$ cat src/rtl/cacheline_adapter.sv
// Purpose : turns one 256-bit cache line read/write into a 4-beat 64-bit memory burst.
// Latency : request seen in IDLE at cycle 0, burst from cycle 1, line_resp one cycle after the 4th burst_resp.
// Backpres: memory stalls by holding burst_resp low; all burst outputs and the beat counter hold meanwhile.
//
// Ports:
//   clk, rst                      clock, asynchronous active-high reset
//   line_read/line_write          cache-side request, held until line_resp
//   line_address, line_wdata      request address (bits [4:0] ignored) and write line
//   line_rdata, line_resp         assembled read line and one-cycle completion pulse
//   burst_read/burst_write        memory-side burst request, held for all 4 beats
//   burst_address, burst_wdata    line-aligned burst address and current write beat
//   burst_rdata, burst_resp       current read beat and per-beat handshake from memory
module cacheline_adapter (
  input  logic         clk,
  input  logic         rst,
  input  logic         line_read,
  input  logic         line_write,
  input  logic [31:0]  line_address,
  input  logic [255:0] line_wdata,
  output logic [255:0] line_rdata,
  output logic         line_resp,
  output logic         burst_read,
  output logic         burst_write,
  output logic [31:0]  burst_address,
  output logic [63:0]  burst_wdata,
  input  logic [63:0]  burst_rdata,
  input  logic         burst_resp
);

  typedef enum logic [1:0] {
    IDLE  = 2'd0,
    READ  = 2'd1,
    WRITE = 2'd2,
    DONE  = 2'd3
  } state_t;

  state_t         state;
  logic [1:0]     beat;     // index of the 64-bit beat currently on the bus
  logic [31:0]    addr;
  logic [255:0]   wbuf;
  logic [255:0]   rbuf;

  always_ff @(posedge clk or posedge rst) begin
    if (rst) begin
      state <= IDLE;
      beat  <= 2'd0;
      addr  <= 32'd0;
      wbuf  <= 256'd0;
      rbuf  <= 256'd0;
    end else begin
      case (state)
        IDLE: begin
          // Read takes priority if the cache ever raises both.
          if (line_read) begin
            addr  <= {line_address[31:5], 5'b0};
            beat  <= 2'd0;
            state <= READ;
          end else if (line_write) begin
            addr  <= {line_address[31:5], 5'b0};
            wbuf  <= line_wdata;
            beat  <= 2'd0;
            state <= WRITE;
          end
        end
        READ: begin
          if (burst_resp) begin
            rbuf[{beat, 6'd0} +: 64] <= burst_rdata;
            // beat wraps 3->0 naturally on the last beat, just as we leave READ
            beat <= beat + 2'd1;
            if (beat == 2'd3) begin
              state <= DONE;
            end
          end
        end
        WRITE: begin
          if (burst_resp) begin
            beat <= beat + 2'd1;
            if (beat == 2'd3) begin
              state <= DONE;
            end
          end
        end
        DONE: begin
          // Requests are deliberately not sampled here; the cache is still
          // holding the request it just got a response for.
          state <= IDLE;
        end
        default: state <= IDLE;
      endcase
    end
  end

  // Pure decodes of registered state: nothing from burst_resp reaches an
  // output combinationally, and reset clears every output immediately.
  assign burst_read    = (state == READ);
  assign burst_write   = (state == WRITE);
  assign line_resp     = (state == DONE);
  assign burst_address = addr;
  assign burst_wdata   = wbuf[{beat, 6'd0} +: 64];
  assign line_rdata    = rbuf;

endmodule

$ cat config.mk
export PLATFORM = sky130hd
export DESIGN_NAME = cacheline_adapter
export DESIGN_NICKNAME = d
export VERILOG_FILES = /design/src/rtl/cacheline_adapter.sv
export SDC_FILE = /design/constraint.sdc
export NUM_CORES = 1
export LEC_CHECK = 0
export BUFFER_PORTS_ARGS = -buffer_cell sky130_fd_sc_hd__buf_2
export CORE_AREA = 2 2 275 277
export DETAILED_ROUTE_END_ITERATION = 10
export DIE_AREA = 0 0 277 279
export PLACE_DENSITY_LB_ADDON = 0.08
export SYNTH_ARGS = -nofsm -noshare
export SYNTH_HDL_FRONTEND = slang
export SYNTH_SLANG_ARGS = --single-unit
$ cat constraint.sdc
create_clock -name clk -period 18.8 [get_ports clk]
set_input_delay 0.94 -clock clk [delete_from_list [all_inputs] [get_ports clk]]
set_output_delay 0.94 -clock clk [all_outputs]
set_load 0.01 [all_outputs]
==> flow_summary.ini <==
[outcome]
status = finished clean

[grt]
grt_pass1_vias = 15700
grt_pass1_wl_um = 109000
grt_overflow = 0
grt_max_degree = 154
grt_use_total_pct = 18.9
antenna_found_initial = 36

[routing]
drtPass1Iterations = 5
vias = 14600
drtIter0Drc = 739
drc_errors = 0
antenna_left = 0
wl_um = 74000
viasPerCell = 4.85
wl_per_cell_um = 24.6

[setup_path]
path_class = flip-flop to primary output
required_ns = 17.86
critPathCaptureType = primary output
start_kind = flip-flop
slowest_stage = dfrtp_4
worst-path-buf-inv = 2
path_cells = buf_4 > mux4_2 > buf_2
crit_path_max_fanout = 40
critPathTopFamily = buffers and inverters
max_stage_delay_ns = 0.89
arrival_ns = 3.19

[clock_network]
post_cts_buffers = 0
cts.sinks = 543
holdBufCountCts = 0
clk_latency_ns = 0.61
clock_path_buffers = 3
cts_root_buffer = clkbuf_16
postCtsResizedCells = 0
path_clk_slew_ns = 0.06
htreeDepth = 3
cts_tree = built
cts_buffers = 66

[placed_design]
gp_congestion = 0.833
io_buffer_count = 701
post-place-ws_ns = 14.51
dp_hpwl_um = 51400

[synth]
synth_cells = 1295
syn_area_um2 = 21400
ys_seq_area_share_pct = 63.5
avgSynthCellArea_um2 = 16.5
synth.distinct_cells = 30
yosys_warnings = 0
yosysTopAreaCell = dfrtp_1
synth-seq-cells = 543
yosysTopAreaCellShare_pct = 63.5
ys_top_cells_by_area = dfrtp_1 (63%), mux2_2 (15%), a22o_1 (10%)

[sta]
clock_skew_ns = 0.0166
rsz0062_at_grt = false
hold_viol = 0
period_needed_ns = 4.13
timing.hold.ws_ns = 0.493
fmax_mhz = 242
setup-violations-final = 0
slew_headroom_pct = 29.6
slew_viol_final = 0
post-route-period-util_pct = 22.0
tightest_slew_ns = 1.06
worst_slack_ns = 14.67
setup_tns_ns = 0

[final_layout]
most-common-layout-cells = buf_2 (701), dfrtp_1 (541), mux2_2 (283)
fin_nets = 2356
multi_input_area_um2 = 7290
layout_commonest_cell = buf_2
fillers = 7215
regArea_um2 = 13600
layout-drive-gt1-share_pct = 58.1
areaGrowthSynthToFinish_pct = 30.5

[floorplanning]
core-area_um2 = 74100
fp-row-count = 100
die_x_um = 277
io_pins = 712
dieHeight_um = 279
start_util_pct = 28.9
die_area_um2 = 77300

[power_and_ir_drop]
power.leakage_uw = 0.0140
p_per_area_nw_per_um2 = 161
peakVddDrop_v = 0.0000745

[min_path]
hold_path.class = input port to asynchronous set/reset pin

[job]
cap_violations = 0
[per-stage QoR]
stage	power (uW)	utilization (%)	instances	instance area (um2)
3_3_place_gp	3270	34.8	2888	25800
6_report	4500	37.7	3008	27900
4_1_cts	4580	37.7	3001	27900
5_1_grt	4750	37.7	3005	27900
3_5_place_dp	3300	34.8	2888	25800
2_1_floorplan	2700	-	1299	21400
[logic make-up after synthesis]
| group | share of synthesized area (%) |
|---|---|
| DFF | 63.5 |
| and+or+nand+nor | 0.719 |
| other | 0.0175 |
| buffers and inverters | 2.68 |
| muxes | 21.9 |
| AOI/OAI and AO/OA | 10.6 |
| adders and majority gates | 0.701 |
[worst register-to-register path: stages (launching register included)]
cell and delay, ns:
dfrtp_4 0.89, inv_1 0.27, ha_1 0.28, nand3_2 0.07, buf_4 0.75, nor4_4 0.04
buf_4 0.44, a22o_1 0.36
[metal layers]
metal | GRT usage, % | routed length, um
met3 | 7.12 | 6190
met4 | 5.91 | 2150
met5 | 0 | 307
met1 | 22.0 | 28400
met2 | 32.1 | 37000
[cell usage after synthesis]
master / count
inv_1: 5
mux4_2: 64
and3_1: 1
nor2b_1: 1
mux2i_1: 5
o21ai_1: 1
and4b_1: 1
buf_6: 12
nand2b_2: 1
nor4_4: 2
a32o_1: 2
a21oi_1: 1
nand2b_1: 1
buf_2: 47
mux2_2: 283
clkbuf_1: 35
nand2_1: 4
buf_4: 6
nand3_1: 4
buf_1: 2
a22o_1: 254
nand3b_1: 1
nor2_1: 1
nor3_1: 2
conb_1: 1
ha_1: 12
o21ai_0: 1
nor3_2: 1
dfrtp_1: 543
nor3b_1: 1
[power by group]
part           internal, uW  switching, uW  total (uW)
registers              1590            240        1830
clock network           729            518        1250
logic                   763            656        1420
total                  3080           1410        4500
[area by class of cell]
cell class | instances | area share, %
inverter | 5 | 0.0941
clock inverter | 20 | 0.851
antenna | 7 | 0.0627
multi-input combinational | 649 | 26.1
timing repair buffer | 722 | 13.2
tap | 969 | 4.34
sequential | 543 | 48.7
clock buffer | 93 | 6.71
[sequential cells by signal, indices dropped and copies added (netlist names)]
signal / cells
line_rdata: 256
beat: 2
state: 2
wbuf: 256
burst_address: 27
[final timing paths]
path / start / end / slack (ns) / cells after the start
max in group asynchronous: rst / line_rdata[86] / 15.37 / 5
min in group clk: line_rdata[232] / line_rdata[232] / 0.49 / 1
setup / recovery: beat[0] / burst_wdata[1] / 14.67 / 3
setup reg to reg: beat[0] / line_rdata[142] / 15.59 / 7
hold reg to reg: line_rdata[232] / line_rdata[232] / 0.49 / 1
hold / removal: rst / wbuf[94] / 0.49 / 2
Note: power is estimated with default switching activity, not from simulation.
